--- src/rtl/wb_rx_frame_buffer_pkg.sv ---
// rtl/wb_rx_frame_buffer_pkg.sv - shared constants and types for the rx frame buffer
package wb_rx_frame_buffer_pkg;

    localparam logic [1:0] ADR_DATA = 2'd0;
    localparam logic [1:0] ADR_STAT = 2'd1;
    localparam int         NUM_REGS = 2;

    localparam logic [7:0] K_COMMA = 8'hBC;
    localparam int         FRAME_W = 27;

    localparam int STAT_EMPTY = 0;
    localparam int STAT_FULL  = 1;
    localparam int STAT_OVF   = 2;
    localparam int STAT_FERR  = 3;
    localparam int STAT_CERR  = 4;

    typedef enum logic [1:0] {
        HUNT = 2'd0,
        W1   = 2'd1,
        W2   = 2'd2
    } asm_state_e;

endpackage

--- src/rtl/wb_rx_frame_buffer_tgl_sync.sv ---
// rtl/wb_rx_frame_buffer_tgl_sync.sv - toggle synchronizer producing a one-cycle pulse per toggle
module tgl_sync #(
    parameter int SYNC_STAGES = 2
) (
    input  logic CLK_I,
    input  logic RST_NEWFREQ_I,
    input  logic tgl_i,
    output logic pulse_o
);

    logic [SYNC_STAGES-1:0] sync_q, sync_d;
    logic                   hist_q, hist_d;

    always_comb begin
        sync_d  = {sync_q[SYNC_STAGES-2:0], tgl_i};
        hist_d  = sync_q[SYNC_STAGES-1];
        pulse_o = sync_q[SYNC_STAGES-1] ^ hist_q;
    end

    always_ff @(posedge CLK_I or posedge RST_NEWFREQ_I) begin
        if (RST_NEWFREQ_I) begin
            sync_q <= '0;
            hist_q <= 1'b0;
        end else begin
            sync_q <= sync_d;
            hist_q <= hist_d;
        end
    end

endmodule

--- src/rtl/wb_rx_frame_buffer.sv ---
// rtl/wb_rx_frame_buffer.sv - comma-aligned 27-bit frame assembler with Wishbone-read FIFO
module wb_rx_frame_buffer
    import wb_rx_frame_buffer_pkg::*;
#(
    parameter int FIFO_DEPTH  = 4,
    parameter int SYNC_STAGES = 2
) (
    input  logic        CLK_I,
    input  logic        RST_NEWFREQ_I,
    input  logic [8:0]  word_i,
    input  logic        word_tgl_i,
    input  logic        cerr_tgl_i,
    input  logic        CYC_I,
    input  logic        STB_I,
    input  logic        WE_I,
    input  logic [31:0] ADR_I,
    input  logic [31:0] DAT_I,
    output logic        ACK_O,
    output logic        ERR_O,
    output logic [31:0] DAT_O,
    output logic        irq_o
);

    localparam int AW = $clog2(FIFO_DEPTH);

    logic word_pulse, cerr_pulse;

    tgl_sync #(.SYNC_STAGES(SYNC_STAGES)) u_word_sync (
        .CLK_I         (CLK_I),
        .RST_NEWFREQ_I (RST_NEWFREQ_I),
        .tgl_i         (word_tgl_i),
        .pulse_o       (word_pulse)
    );

    tgl_sync #(.SYNC_STAGES(SYNC_STAGES)) u_cerr_sync (
        .CLK_I         (CLK_I),
        .RST_NEWFREQ_I (RST_NEWFREQ_I),
        .tgl_i         (cerr_tgl_i),
        .pulse_o       (cerr_pulse)
    );

    asm_state_e         state_q, state_d;
    logic [8:0]         word0_q, word0_d, word1_q, word1_d;
    logic [FRAME_W-1:0] frame_q, frame_d;
    logic               push_q, push_d;
    logic               ferr_set;
    logic               is_comma;

    logic [FRAME_W-1:0] mem_q [FIFO_DEPTH];
    logic [FRAME_W-1:0] mem_d [FIFO_DEPTH];
    logic [AW:0]        wr_ptr_q, wr_ptr_d, rd_ptr_q, rd_ptr_d;
    logic [AW:0]        count;
    logic               empty, full, pop, push_ok;
    logic               cerr_q, cerr_d, ferr_q, ferr_d, ovf_q, ovf_d;
    logic [2:0]         clr;
    logic [7:0]         count8;
    logic [31:0]        stat;
    logic               unused_ok;

    assign is_comma = (word_i == {1'b1, K_COMMA});

    always_ff @(posedge CLK_I or posedge RST_NEWFREQ_I) begin
        if (RST_NEWFREQ_I) begin
            state_q <= HUNT;
        end else begin
            state_q <= state_d;
        end
    end

    always_comb begin
        state_d = state_q;
        if (word_pulse) begin
            case (state_q)
                HUNT:    state_d = is_comma ? W1 : HUNT;
                W1:      state_d = is_comma ? W1 : W2;
                W2:      state_d = is_comma ? W1 : HUNT;
                default: state_d = HUNT;
            endcase
        end
    end

    // A comma seen mid-frame means the previous alignment was wrong: restart on it
    always_comb begin
        word0_d  = word0_q;
        word1_d  = word1_q;
        frame_d  = frame_q;
        push_d   = 1'b0;
        ferr_set = 1'b0;
        if (word_pulse) begin
            case (state_q)
                HUNT: begin
                    if (is_comma) word0_d = word_i;
                end
                W1: begin
                    if (is_comma) begin
                        word0_d  = word_i;
                        ferr_set = 1'b1;
                    end else begin
                        word1_d = word_i;
                    end
                end
                W2: begin
                    if (is_comma) begin
                        word0_d  = word_i;
                        ferr_set = 1'b1;
                    end else begin
                        frame_d = {word0_q, word1_q, word_i};
                        push_d  = 1'b1;
                    end
                end
                default: ;
            endcase
        end
    end

    assign count   = wr_ptr_q - rd_ptr_q;
    assign empty   = (count == '0);
    assign full    = (count == (AW+1)'(FIFO_DEPTH));
    assign count8  = 8'(count);
    assign push_ok = push_q & (~full | pop);

    always_comb begin
        stat             = '0;
        stat[15:8]       = count8;
        stat[STAT_CERR]  = cerr_q;
        stat[STAT_FERR]  = ferr_q;
        stat[STAT_OVF]   = ovf_q;
        stat[STAT_FULL]  = full;
        stat[STAT_EMPTY] = empty;
    end

    always_comb begin
        ACK_O = 1'b0;
        ERR_O = 1'b0;
        DAT_O = '0;
        pop   = 1'b0;
        clr   = '0;
        if (CYC_I & STB_I) begin
            case (ADR_I[1:0])
                ADR_DATA: begin
                    if (WE_I || empty) begin
                        ERR_O = 1'b1;
                    end else begin
                        ACK_O = 1'b1;
                        DAT_O = {5'b0, mem_q[rd_ptr_q[AW-1:0]]};
                        pop   = 1'b1;
                    end
                end
                ADR_STAT: begin
                    ACK_O = 1'b1;
                    if (WE_I) clr = DAT_I[4:2];
                    else      DAT_O = stat;
                end
                default: ERR_O = 1'b1;
            endcase
        end
    end

    // Sticky flags: a set in the same cycle as a write-1-to-clear wins
    always_comb begin
        mem_d    = mem_q;
        wr_ptr_d = wr_ptr_q;
        rd_ptr_d = rd_ptr_q;
        if (push_ok) begin
            mem_d[wr_ptr_q[AW-1:0]] = frame_q;
            wr_ptr_d                = wr_ptr_q + 1'b1;
        end
        if (pop) rd_ptr_d = rd_ptr_q + 1'b1;
        cerr_d = (cerr_q & ~clr[2]) | cerr_pulse;
        ferr_d = (ferr_q & ~clr[1]) | ferr_set;
        ovf_d  = (ovf_q  & ~clr[0]) | (push_q & ~push_ok);
    end

    always_ff @(posedge CLK_I or posedge RST_NEWFREQ_I) begin
        if (RST_NEWFREQ_I) begin
            word0_q  <= '0;
            word1_q  <= '0;
            frame_q  <= '0;
            push_q   <= 1'b0;
            mem_q    <= '{default: '0};
            wr_ptr_q <= '0;
            rd_ptr_q <= '0;
            cerr_q   <= 1'b0;
            ferr_q   <= 1'b0;
            ovf_q    <= 1'b0;
        end else begin
            word0_q  <= word0_d;
            word1_q  <= word1_d;
            frame_q  <= frame_d;
            push_q   <= push_d;
            mem_q    <= mem_d;
            wr_ptr_q <= wr_ptr_d;
            rd_ptr_q <= rd_ptr_d;
            cerr_q   <= cerr_d;
            ferr_q   <= ferr_d;
            ovf_q    <= ovf_d;
        end
    end

    assign irq_o = ~empty | cerr_q | ferr_q | ovf_q;

    assign unused_ok = ^{ADR_I[31:2], DAT_I[31:5], DAT_I[1:0]};

endmodule
--- config.mk ---
export PLATFORM = sky130hd
export DESIGN_NAME = wb_rx_frame_buffer
export DESIGN_NICKNAME = d
export VERILOG_FILES = /design/src/rtl/wb_rx_frame_buffer_pkg.sv /design/src/rtl/wb_rx_frame_buffer_tgl_sync.sv /design/src/rtl/wb_rx_frame_buffer.sv
export SDC_FILE = /design/constraint.sdc
export NUM_CORES = 1
export LEC_CHECK = 0
export ABC_CLOCK_PERIOD_IN_PS = 7400
export BUFFER_PORTS_ARGS = -buffer_cell sky130_fd_sc_hd__buf_2
export CAP_MARGIN = 20
export CORE_ASPECT_RATIO = 1.1
export CORE_MARGIN = 4
export CORE_UTILIZATION = 34
export CTS_CLUSTER_DIAMETER = 50
export CTS_CLUSTER_SIZE = 30
export DETAILED_ROUTE_END_ITERATION = 10
export HOLD_SLACK_MARGIN = 0.06
export PLACE_DENSITY = 0.64
export REMOVE_ABC_BUFFERS = 1
export SYNTH_ARGS = -nofsm -noshare
export SYNTH_HDL_FRONTEND = slang
export SYNTH_HIERARCHICAL = 1
export SYNTH_SLANG_ARGS = --single-unit
--- constraint.sdc ---
create_clock -name CLK_I -period 7.4 [get_ports CLK_I]
set_input_delay 0 -clock CLK_I [delete_from_list [all_inputs] [get_ports CLK_I]]
set_output_delay 0 -clock CLK_I [all_outputs]
set_load 0.005 [all_outputs]
==> metrics.csv, run 1 <==
stage,metric,value,unit
placed_design,Placed Cells incl. Taps,816,
synth,"EDFF count, synth",0,
cells_and_area,FF+latch area,4280,µm²
clock_network,CTS root buf,clkbuf_16,
floorplan,Die Area,24800,µm²
global_routing,gr ovfl total,0,
critical_path,Setup Crit Path Kind,flip-flop to flip-flop,
cells_and_area,Multi-input gate area,3110,µm²
critical_path,slowest library cell on the worst path,nor2_4,
power_and_ir_drop,Max rail drop VDD,0.000166,V
floorplan,Core Rows,57,
global_routing,pin count of the biggest net entering global routing,85,
floorplan,total core area,22000,µm²
route,post-DR vias/cell,4.97,
status,status,"complete, no violations",
cells_and_area,# fillers,2018,
sta,Final Skew,0.00559,ns
cells_and_area,layout cells sized above 1,49.0,%
clock_network,"Clk Latency, worst-skew pair",0.43,ns
route,routed via count,4312,
sta,Max Freq,294,MHz
sta,Slew headroom,26.4,%
clock_network,TritonCTS clock tree,built,
route,Pre-antenna DRT Iters,5,
sta,Setup TNS,0,ns
clock_network,clk sinks,171,
synth,synthesis-stage register bit count,171,
cells_and_area,Inserted Diodes,0,
synth,"Seq/Total Area, Yosys",56.3,%
clock_network,postcts setup bufs,0,
synth,unique cell type count in the Yosys netlist,39,
sta,Final setup viols,0,
route,DR WL/cell,18.7,µm
sta,post-layout min period,3.40,ns
cells_and_area,P&R area growth vs syn,17.4,%
min_path,Worst Hold Path EP,u_word_sync/sync_q[0]$_DFF_PP0_,
critical_path,Reg2Reg Setup Slack,4.00,ns
power_and_ir_drop,pwr/cell area,255,nW/µm²
route,initial drt markers,193,
clock_network,clock buffer depth,2,
sta,period utilization,45.9,%
global_routing,initial antenna violation count,0,
critical_path,WP data arrival,3.71,ns
global_routing,vias in the first global route,4677,
critical_path,Reg2Reg Launch Point,rd_ptr_q[1]$_DFFE_PP0P_,
sta,unrepaired setup endpoints after global routing,false,
route,DRC Markers,0,
sta,Worst-Margin Slew,1.10,ns
placed_design,hpwl dp,9910,µm
route,post-route ant nets,0,
cells_and_area,Final nets,651,
critical_path,Worst Setup Start Kind,flip-flop,
floorplan,die extent in x,151,µm
synth,Post-Syn Area,7600,µm²
floorplan,initial core utilization,34.5,%
synth,Cells after Synth,489,
power_and_ir_drop,leakage,4.35,nW
global_routing,gr usage total,13.8,%
clock_network,CTS H-tree lvls,4,
critical_path,worst-path cell chain,buf_4 > inv_1 > fa_1 > xor3_2 > a211oi_4 > nor2_4 > mux2_2,
placed_design,routability cong.,0.704,
placed_design,IO Port Bufs,50,
critical_path,Worst EP required,7.71,ns
sta,Slew Limit Fails,0,
cells_and_area,Finished Layout Cells,868,
global_routing,global-route wire length before repair,25900,µm
floorplan,# IOs,115,
min_path,Hold Path Origin,word_tgl_i,
critical_path,CP top delay family,simple AND/OR/NAND/NOR gates,
sta,Fin. Hold Viols,0,
synth,Ys Warns,6,
synth,Syn Area/Cell,15.5,µm²
synth,"Top FF cell, synth",dfrtp_1,
critical_path,reg2reg end,mem_q[70]$_DFFE_PP0P_,
critical_path,crit-path max cell delay,0.88,ns
critical_path,WP buf/inv,2,
clock_network,clk slew on worst S/H paths,0.06,ns
critical_path,R2R depth,7,
min_path,Hold Path Depth,2,
critical_path,Critical Path Sink Type,flip-flop,
clock_network,CTS buffer count,17,
floorplan,Die H,165,µm
min_path,Hold Path Class,input port to flip-flop,
synth,"FFs w/ async S/R, synth",100,%
flow_run,Max Cap Violations,0,
route,DRT Wirelength,16300,µm
critical_path,Crit Path Max Fanout,30,
[layout by cell type, fill, tap and decap left out, types with 4 or more instances in the layout]
master | netlist | routed
nor2_4 | 4 | 4
mux2_4 | 13 | 13
a32o_1 | 4 | 4
clkbuf_16 | 0 | 17
o21ai_0 | 4 | 4
mux2_2 | 133 | 133
nand2_1 | 12 | 12
clkinvlp_4 | 0 | 5
nand3_1 | 5 | 5
buf_2 | 5 | 50
buf_4 | 5 | 6
inv_1 | 11 | 10
dfrtp_1 | 171 | 170
ha_1 | 10 | 10
dlygate4sd3_1 | 0 | 19
or2_2 | 6 | 6
mux4_2 | 27 | 27
conb_1 | 1 | 5
and3_1 | 22 | 21
nor2b_1 | 4 | 4
[sequential cells by signal (all words and copies together), names as in the netlist, 2 cells and up]
signal              cells
word1_q                 9
u_word_sync/sync_q      2
wr_ptr_q                3
u_cerr_sync/sync_q      2
state_q                 2
mem_q                 108
word0_q                 9
rd_ptr_q                3
frame_q                27
[cell usage after synthesis (5+ instances only)]
cell        n  share of area (%)
buf_4       5               0.49
dfrtp_1   171                 56
buf_6       8                1.2
and3_1     22                1.8
or2_2       6               0.49
inv_1      11               0.54
ha_1       10                1.6
mux2_2    133                 20
buf_2       5               0.33
clkbuf_1   10               0.49
mux4_2     27                8.0
mux2_4     13                2.6
nand3_1     5               0.33
nand2_1    12               0.59
[metal layers]
layer,part of all wire (%),vias up,track usage (%),routed length [µm]
met3,4.0,29,2.74,654
met5,0,-,0,0
li1,-,1907,-,-
met2,48,95,21.9,7860
met1,46,2281,18.7,7420
met4,2.0,0,5.41,324
[layout make-up]
type	instances	share of cell area (%)
well taps	295	4.14
inverters	11	0.519
clock inverters	14	1.65
flip-flops and latches	171	48.0
multi-input cells	282	34.8
clock buffers	18	4.92
repair buffers	77	5.97
[logic make-up (layout without fill, tap and decap cells)]
kind of cell             after synthesis  count (layout)  share of synthesized area [%]
XOR/XNOR                               7               7                           1.02
AO/OA/AOI/OAI                         18              18                           1.91
flip-flops                           171             171                           56.3
adder cells (fa/ha/maj)               11              11                           1.91
multiplexers                         173             173                           30.3
other                                  1               5                         0.0493
AND/OR/NAND/NOR                       68              68                           5.45
buffers and inverters                 40             120                           3.09
[report_power, final]
part	total (mW)	switching, mW	leakage (nW)	internal (mW)
registers	0.997	0.0263	2.34	0.970
logic	0.402	0.246	1.73	0.156
clock network	0.873	0.367	0.274	0.506
[metrics by stage]
step	hold WS, ns	setup slack, ns	utilization (%)	total power [mW]	instance area, µm²
floorplan	-0.246	2.94	-	1.27	7420
global placement	-0.0789	3.95	36.7	1.40	8100
detailed placement	-0.0752	4.01	36.9	1.41	8120
CTS	0.193	3.96	40.4	2.30	8900
global route	0.210	3.90	40.5	2.37	8920
finish	0.210	4.00	40.5	2.27	8920
[timing repair]
item / 4_1_cts / 5_1_grt
hold endpoints to repair: 110 / 0
resized for setup: 0 / 0
hold buffers: 19 / 0
[how the worst max path moves through the flow]
stage          depth (start not counted)               startpoint  slack (ns)                     to
4_1_cts                                7  rd_ptr_q[1]$_DFFE_PP0P_        3.96  mem_q[70]$_DFFE_PP0P_
5_1_grt                                7  rd_ptr_q[1]$_DFFE_PP0P_        3.90  mem_q[67]$_DFFE_PP0P_
3_5_place_dp                           7  rd_ptr_q[1]$_DFFE_PP0P_        4.01  mem_q[70]$_DFFE_PP0P_
3_3_place_gp                           7  rd_ptr_q[1]$_DFFE_PP0P_        3.95  mem_q[24]$_DFFE_PP0P_
2_1_floorplan                          1            RST_NEWFREQ_I        2.94       cerr_q$_DFF_PP0_
6_report                               7  rd_ptr_q[1]$_DFFE_PP0P_        4.00  mem_q[70]$_DFFE_PP0P_
Note: power is estimated with default switching activity, not from simulation.
==> run 2, diff against run 1 <==
--- a/config.mk
+++ b/config.mk
@@ -5,7 +5,8 @@
 export SDC_FILE = /design/constraint.sdc
 export NUM_CORES = 1
 export LEC_CHECK = 0
-export ABC_CLOCK_PERIOD_IN_PS = 7400
+export ABC_AREA = 1
+export ABC_CLOCK_PERIOD_IN_PS = 2900
 export BUFFER_PORTS_ARGS = -buffer_cell sky130_fd_sc_hd__buf_2
 export CAP_MARGIN = 20
 export CORE_ASPECT_RATIO = 1.1
@@ -15,7 +16,7 @@
 export CTS_CLUSTER_SIZE = 30
 export DETAILED_ROUTE_END_ITERATION = 10
 export HOLD_SLACK_MARGIN = 0.06
-export PLACE_DENSITY = 0.64
+export PLACE_DENSITY = 0.66
 export REMOVE_ABC_BUFFERS = 1
 export SYNTH_ARGS = -nofsm -noshare
 export SYNTH_HDL_FRONTEND = slang
==> constraint.sdc (replaced) <==
create_clock -name CLK_I -period 2.9 [get_ports CLK_I]
set_input_delay 0 -clock CLK_I [delete_from_list [all_inputs] [get_ports CLK_I]]
set_output_delay 0 -clock CLK_I [all_outputs]
set_load 0.005 [all_outputs]
==> run 2 against run 1 <==
Compared with the run above:
- non-clock buffer count is 22 higher
- die area is 6.0% higher
- synthesized area is 6.4% higher
- critical path type is now flip-flop to output pin
- largest cell class unchanged
==> metrics.csv, run 2 <==
stage,metric,value,unit
global_routing,global-route wire length before repair,35900,µm
flow_run,Max Cap Violations,0,
floorplan,Die Area,26300,µm²
synth,"Seq/Total Area, Yosys",52.9,%
floorplan,initial core utilization,34.9,%
route,routed via count,6938,
route,post-DR vias/cell,5.12,
global_routing,pin count of the biggest net entering global routing,70,
global_routing,gr ovfl total,0,
cells_and_area,Biggest register,mem_q,
route,initial drt markers,732,
clock_network,CTS root buf,clkbuf_16,
sta,post-layout min period,2.78,ns
synth,cell with the most instances after synthesis,nand2_1,
sta,Final setup viols,0,
critical_path,Worst EP required,2.90,ns
clock_network,clk sinks,171,
power_and_ir_drop,pwr/cell area,735,nW/µm²
synth,Syn Area/Cell,8.11,µm²
power_and_ir_drop,Max rail drop VDD,0.000456,V
cells_and_area,Final nets,1133,
sta,Final Skew,0.0117,ns
floorplan,Core Rows,58,
synth,"EDFF count, synth",0,
floorplan,die extent in x,155,µm
synth,Synth area leader,dfrtp_1,
critical_path,R2R depth,9,
synth,Post-Syn Area,8090,µm²
global_routing,gr usage total,17.2,%
cells_and_area,layout cells sized above 1,11.4,%
cells_and_area,P&R area growth vs syn,16.7,%
sta,Slew headroom,52.6,%
placed_design,routability cong.,0.834,
cells_and_area,Inserted Diodes,0,
clock_network,"Clk Latency, worst-skew pair",0.44,ns
floorplan,total core area,23100,µm²
sta,Slew Limit Fails,0,
cells_and_area,# fillers,2307,
sta,Worst-Margin Slew,0.711,ns
synth,"Top FF cell, synth",dfrtp_1,
global_routing,vias in the first global route,6719,
critical_path,Worst Setup Start Kind,flip-flop,
synth,Cells after Synth,997,
synth,Ys Warns,6,
synth,"top cells by area, synth","dfrtp_1 (53%), nand2_1 (14%), nand4_1 (8.7%)",
clock_network,CTS H-tree lvls,4,
cells_and_area,max FFs per register,108,
cells_and_area,Finished Cell Area,9430,µm²
placed_design,"worst slack, placed",0.320,ns
sta,period utilization,95.8,%
critical_path,Critical Path Sink Type,output pin,
placed_design,Post-DP Area,8630,µm²
synth,unique cell type count in the Yosys netlist,26,
status,status,"complete, no violations",
cells_and_area,"commonest cells after routing, fill and taps aside","nand2_1 (309), dfrtp_1 (169), nand4_1 (112)",
sta,Fin. Hold Viols,0,
clock_network,clk slew on worst S/H paths,0.06,ns
clock_network,clock buffer depth,2,
placed_design,hpwl dp,13100,µm
min_path,Hold Path Class,input port to async pin,
placed_design,IO Port Bufs,50,
clock_network,CTS buffer count,17,
route,DRT Wirelength,22100,µm
sta,unrepaired setup endpoints after global routing,false,
synth,synthesis-stage register bit count,171,
route,DRC Markers,0,
synth,post-synth top area share,52.9,%
floorplan,# IOs,115,
floorplan,Die H,170,µm
power_and_ir_drop,Power Total,6.93,mW
global_routing,initial antenna violation count,0,
cells_and_area,final cell utilization of the core,40.8,%
synth,"FFs w/ async S/R, synth",100,%
synth,most frequent cells after synthesis,"nand2_1 (309), dfrtp_1 (171), nand4_1 (112)",
cells_and_area,Top Registers,"mem_q (108), frame_q (27)",
route,DR WL/cell,16.3,µm
power_and_ir_drop,leakage,4.87,nW
critical_path,Crit Path Max Fanout,24,
clock_network,TritonCTS clock tree,built,
critical_path,Setup Crit Path Kind,flip-flop to output pin,
sta,setup ws final,0.122,ns
route,Pre-antenna DRT Iters,5,
cells_and_area,"most common cell after layout, fill and taps aside",nand2_1,
critical_path,Reg2Reg Setup Slack,0.40,ns
sta,Max Freq,360,MHz
route,post-route ant nets,0,
critical_path,WP data arrival,2.78,ns
[run 2: cell count changes after synthesis, moves of 27 or more]
cell / before / now
clkbuf_1: 10 / 37
inv_1: 11 / 46
mux2_2: 133 / 0
mux4_2: 27 / 0
nand2_1: 12 / 309
nand4_1: 0 / 112
nor2_1: 4 / 109
o21ai_0: 4 / 95
[run 2: metal layers]
layer | GRT usage, % | share of wire [%]
met4 | 5.45 | 1.5
met2 | 29.5 | 51
met1 | 21.9 | 43
met5 | 0 | 0
met3 | 3.42 | 5.0
[run 2: timing repair]
action,CTS,global route
buffers inserted,0,0
hold buffers,20,0
endpoints found under the hold margin,73,0
setup endpoints to repair,8,10
resized for setup,1,1
[run 2: stage by stage]
stage / cells / setup TNS, ns / hold WS, ns
after global routing: 1355 / 0 / 0.192
after global placement: 1303 / 0 / -0.0753
after floorplan: 924 / -372.02 / -0.246
after detailed placement: 1303 / 0 / -0.0704
after CTS: 1355 / 0 / 0.167
final: 1355 / 0 / 0.162
[run 2: final timing paths]
path,startpoint,end
max,wr_ptr_q[0]$_DFFE_PP0P_,DAT_O[7]
min reg2reg,u_word_sync/sync_q[0]$_DFF_PP0_,u_word_sync/sync_q[1]$_DFF_PP0_
min,RST_NEWFREQ_I,state_q[0]$_DFFE_PP0P_
max in group asynchronous,RST_NEWFREQ_I,mem_q[106]$_DFFE_PP0P_
min in group CLK_I,ADR_I[0],rd_ptr_q[0]$_DFFE_PP0P_
max reg2reg,wr_ptr_q[0]$_DFFE_PP0P_,mem_q[20]$_DFFE_PP0P_
[run 2: worst max-delay path, cell delays in order (launching register included)]
cell	delay, ns
dfrtp_1	0.42
inv_1	0.15
ha_1	0.16
inv_1	0.05
fa_1	0.38
inv_1	0.07
nand3_1	0.08
nand2_2	0.12
inv_1	0.08
nand2_1	0.08
nand3_1	0.10
buf_6	0.22
a21oi_1	0.24
buf_2	0.17
[run 2: cells by family (layout without fill, tap and decap cells)]
logic type,Yosys count,after routing,synth area share [%]
other cells,1,5,0.0464
fa+ha+maj,11,11,1.80
simple gates,560,560,30.3
compound gates,127,127,8.12
flops,171,171,52.9
buf+inv,126,180,6.73
xor+xnor,1,1,0.108
[run 2: area by class of cell]
cell class                 instances  area, µm²  share of cell area (%)
sequential                       171       4280                    45.4
multi-input combinational        704       3280                    34.8
inverter                          49        189                    2.00
tap                              300        375                    3.98
timing repair buffer              99        709                    7.52
clock buffer                      21        450                    4.77
clock inverter                    11        146                    1.55
[run 2: report_power, final]
part | switching, mW | leakage, nW | total [mW] | internal [mW]
clock network | 0.934 | 0.287 | 2.31 | 1.38
logic | 1.38 | 2.30 | 1.92 | 0.536
registers | 0.156 | 2.28 | 2.70 | 2.55
==> run 3, diff against run 2 <==
--- a/config.mk
+++ b/config.mk
@@ -7,7 +7,6 @@
 export LEC_CHECK = 0
 export ABC_AREA = 1
 export ABC_CLOCK_PERIOD_IN_PS = 2900
-export BUFFER_PORTS_ARGS = -buffer_cell sky130_fd_sc_hd__buf_2
 export CAP_MARGIN = 20
 export CORE_ASPECT_RATIO = 1.1
 export CORE_MARGIN = 4
@@ -15,8 +14,9 @@
 export CTS_CLUSTER_DIAMETER = 50
 export CTS_CLUSTER_SIZE = 30
 export DETAILED_ROUTE_END_ITERATION = 10
+export DONT_BUFFER_PORTS = 1
 export HOLD_SLACK_MARGIN = 0.06
-export PLACE_DENSITY = 0.66
+export PLACE_DENSITY = 0.62
 export REMOVE_ABC_BUFFERS = 1
 export SYNTH_ARGS = -nofsm -noshare
 export SYNTH_HDL_FRONTEND = slang
==> run 3 against run 2 <==
Compared with the run above:
- critical path depth is the same
- wire length shrank 0.99%
- core utilization shrank 0.15 points
- combinational power is essentially flat
- clock skew shrank 0.0060 ns
- clock power grew 6%
- critical path type unchanged
- sequential power is essentially flat
==> metrics.csv, run 3 (synthesized netlist as in run 2, its figures left out) <==
stage,metric,value,unit
cells_and_area,Finished Layout Cells,1327,
cells_and_area,max FFs per register,108,
floorplan,Core Rows,58,
sta,Worst-Margin Slew,0.739,ns
min_path,Hold Path Origin,ADR_I[0],
cells_and_area,P&R area growth vs syn,16.3,%
route,routed via count,6791,
clock_network,CTS buffer count,17,
critical_path,Worst EP required,2.90,ns
route,post-DR vias/cell,5.12,
sta,Final setup viols,0,
status,status,"complete, no violations",
min_path,Hold Path Depth,5,
cells_and_area,Finished Cell Area,9400,µm²
sta,Slew headroom,50.8,%
cells_and_area,Top Registers,"mem_q (108), frame_q (27)",
route,DR WL/cell,16.5,µm
global_routing,gr usage total,16.8,%
sta,Fin. Hold Viols,0,
global_routing,gr ovfl total,0,
cells_and_area,Biggest register,mem_q,
clock_network,CTS H-tree lvls,4,
critical_path,reg2reg end,mem_q[75]$_DFFE_PP0P_,
cells_and_area,layout cells sized above 1,9.06,%
clock_network,postcts setup bufs,0,
power_and_ir_drop,Power Total,7.09,mW
critical_path,Reg2Reg Launch Point,wr_ptr_q[0]$_DFFE_PP0P_,
sta,Max Freq,372,MHz
sta,Final Skew,0.00575,ns
critical_path,WP data arrival,2.69,ns
route,DRT Wirelength,21800,µm
floorplan,Die Area,26300,µm²
cells_and_area,"most common cell after layout, fill and taps aside",nand2_1,
critical_path,Crit Path Max Fanout,24,
power_and_ir_drop,leakage,4.76,nW
placed_design,routability cong.,0.787,
global_routing,global-route wire length before repair,35400,µm
clock_network,TritonCTS clock tree,built,
route,DRC Markers,0,
global_routing,vias in the first global route,6557,
global_routing,pin count of the biggest net entering global routing,75,
placed_design,IO Port Bufs,0,
sta,unrepaired setup endpoints after global routing,false,
floorplan,die extent in x,155,µm
clock_network,clock buffer depth,2,
route,Pre-antenna DRT Iters,5,
critical_path,Critical Path Sink Type,output pin,
min_path,Hold Path Class,input port to flip-flop,
clock_network,CTS root buf,clkbuf_16,
floorplan,# IOs,115,
critical_path,Reg2Reg Setup Slack,0.46,ns
clock_network,"Clk Latency, worst-skew pair",0.43,ns
clock_network,clk sinks,171,
floorplan,total core area,23100,µm²
floorplan,Die H,170,µm
route,post-route ant nets,0,
power_and_ir_drop,Max rail drop VDD,0.000431,V
min_path,Worst Hold Path EP,rd_ptr_q[0]$_DFFE_PP0P_,
placed_design,Post-DP Area,8520,µm²
flow_run,Max Cap Violations,0,
floorplan,initial core utilization,34.9,%
cells_and_area,"commonest cells after routing, fill and taps aside","nand2_1 (309), dfrtp_1 (169), nand4_1 (112)",
clock_network,clk slew on worst S/H paths,0.06,ns
sta,period utilization,92.6,%
sta,Slew Limit Fails,0,
route,initial drt markers,560,
global_routing,initial antenna violation count,1,
placed_design,hpwl dp,13000,µm
placed_design,Placed Cells incl. Taps,1272,
power_and_ir_drop,pwr/cell area,755,nW/µm²
placed_design,"worst slack, placed",0.307,ns
cells_and_area,Final nets,1104,
sta,setup ws final,0.214,ns
sta,post-layout min period,2.69,ns
critical_path,R2R depth,10,
critical_path,Worst Setup Start Kind,flip-flop,
critical_path,Setup Crit Path Kind,flip-flop to output pin,
[run 3: timing repair]
action                                  CTS  global route
endpoints found under the setup margin   11            19
endpoints found under the hold margin   100             0
hold buffers                             22             0
resized for setup                         1             4
[run 3: critical path, stage by stage (launching register included)]
cell     delay (ns)
dfrtp_1        0.42
inv_1          0.16
ha_1           0.16
inv_1          0.05
fa_1           0.38
inv_1          0.07
nand3_1        0.08
nand2_2        0.13
inv_1          0.08
nand2_1        0.08
nand3_1        0.08
buf_6          0.22
a21oi_1        0.19
buf_4          0.14
[run 3: layout make-up]
cell class / count / area [µm²]
fillers: 2280 / 13700
flip-flops and latches: 171 / 4280
multi-input cells: 704 / 3290
repair buffers: 70 / 622
clock buffers: 21 / 470
well taps: 300 / 375
inverters: 49 / 189
clock inverters: 11 / 165
diodes: 1 / 2.50
[run 3: power by group]
part           total [mW]  internal (mW)  switching (mW)
registers            2.70           2.55           0.157
clock network        2.44           1.51           0.933
logic                1.95          0.552            1.40
total                7.09           4.61            2.49
[run 3: per-layer routing]
| layer | routed length [µm] | GRT usage, % | up-vias |
|---|---|---|---|
| met2 | 11000 | 28.0 | 156 |
| met1 | 9580 | 22.4 | 3294 |
| met4 | 365 | 5.07 | 0 |
| met3 | 919 | 3.11 | 27 |
| li1 | - | - | 3314 |
| met5 | 0 | 0 | - |
[run 3: worst max-delay path by stage]
stage,from,slack [ns],to,cells after the start
2_1_floorplan,RST_NEWFREQ_I,-1.56,cerr_q$_DFF_PP0_,1
3_3_place_gp,wr_ptr_q[0]$_DFFE_PP0P_,0.35,mem_q[67]$_DFFE_PP0P_,10
3_5_place_dp,wr_ptr_q[0]$_DFFE_PP0P_,0.31,mem_q[75]$_DFFE_PP0P_,10
4_1_cts,wr_ptr_q[0]$_DFFE_PP0P_,0.07,DAT_O[26],10
5_1_grt,wr_ptr_q[0]$_DFFE_PP0P_,0.002,DAT_O[26],13
6_report,wr_ptr_q[0]$_DFFE_PP0P_,0.21,DAT_O[26],13
[run 3: stage by stage]
step | TNS [ns] | hold WS [ns] | util (%)
2_1_floorplan | -372.02 | -0.246 | -
3_3_place_gp | 0 | -0.239 | 36.8
3_5_place_dp | 0 | -0.237 | 36.8
4_1_cts | 0 | 0.0861 | 40.5
5_1_grt | 0 | 0.112 | 40.6
6_report | 0 | 0.0893 | 40.6
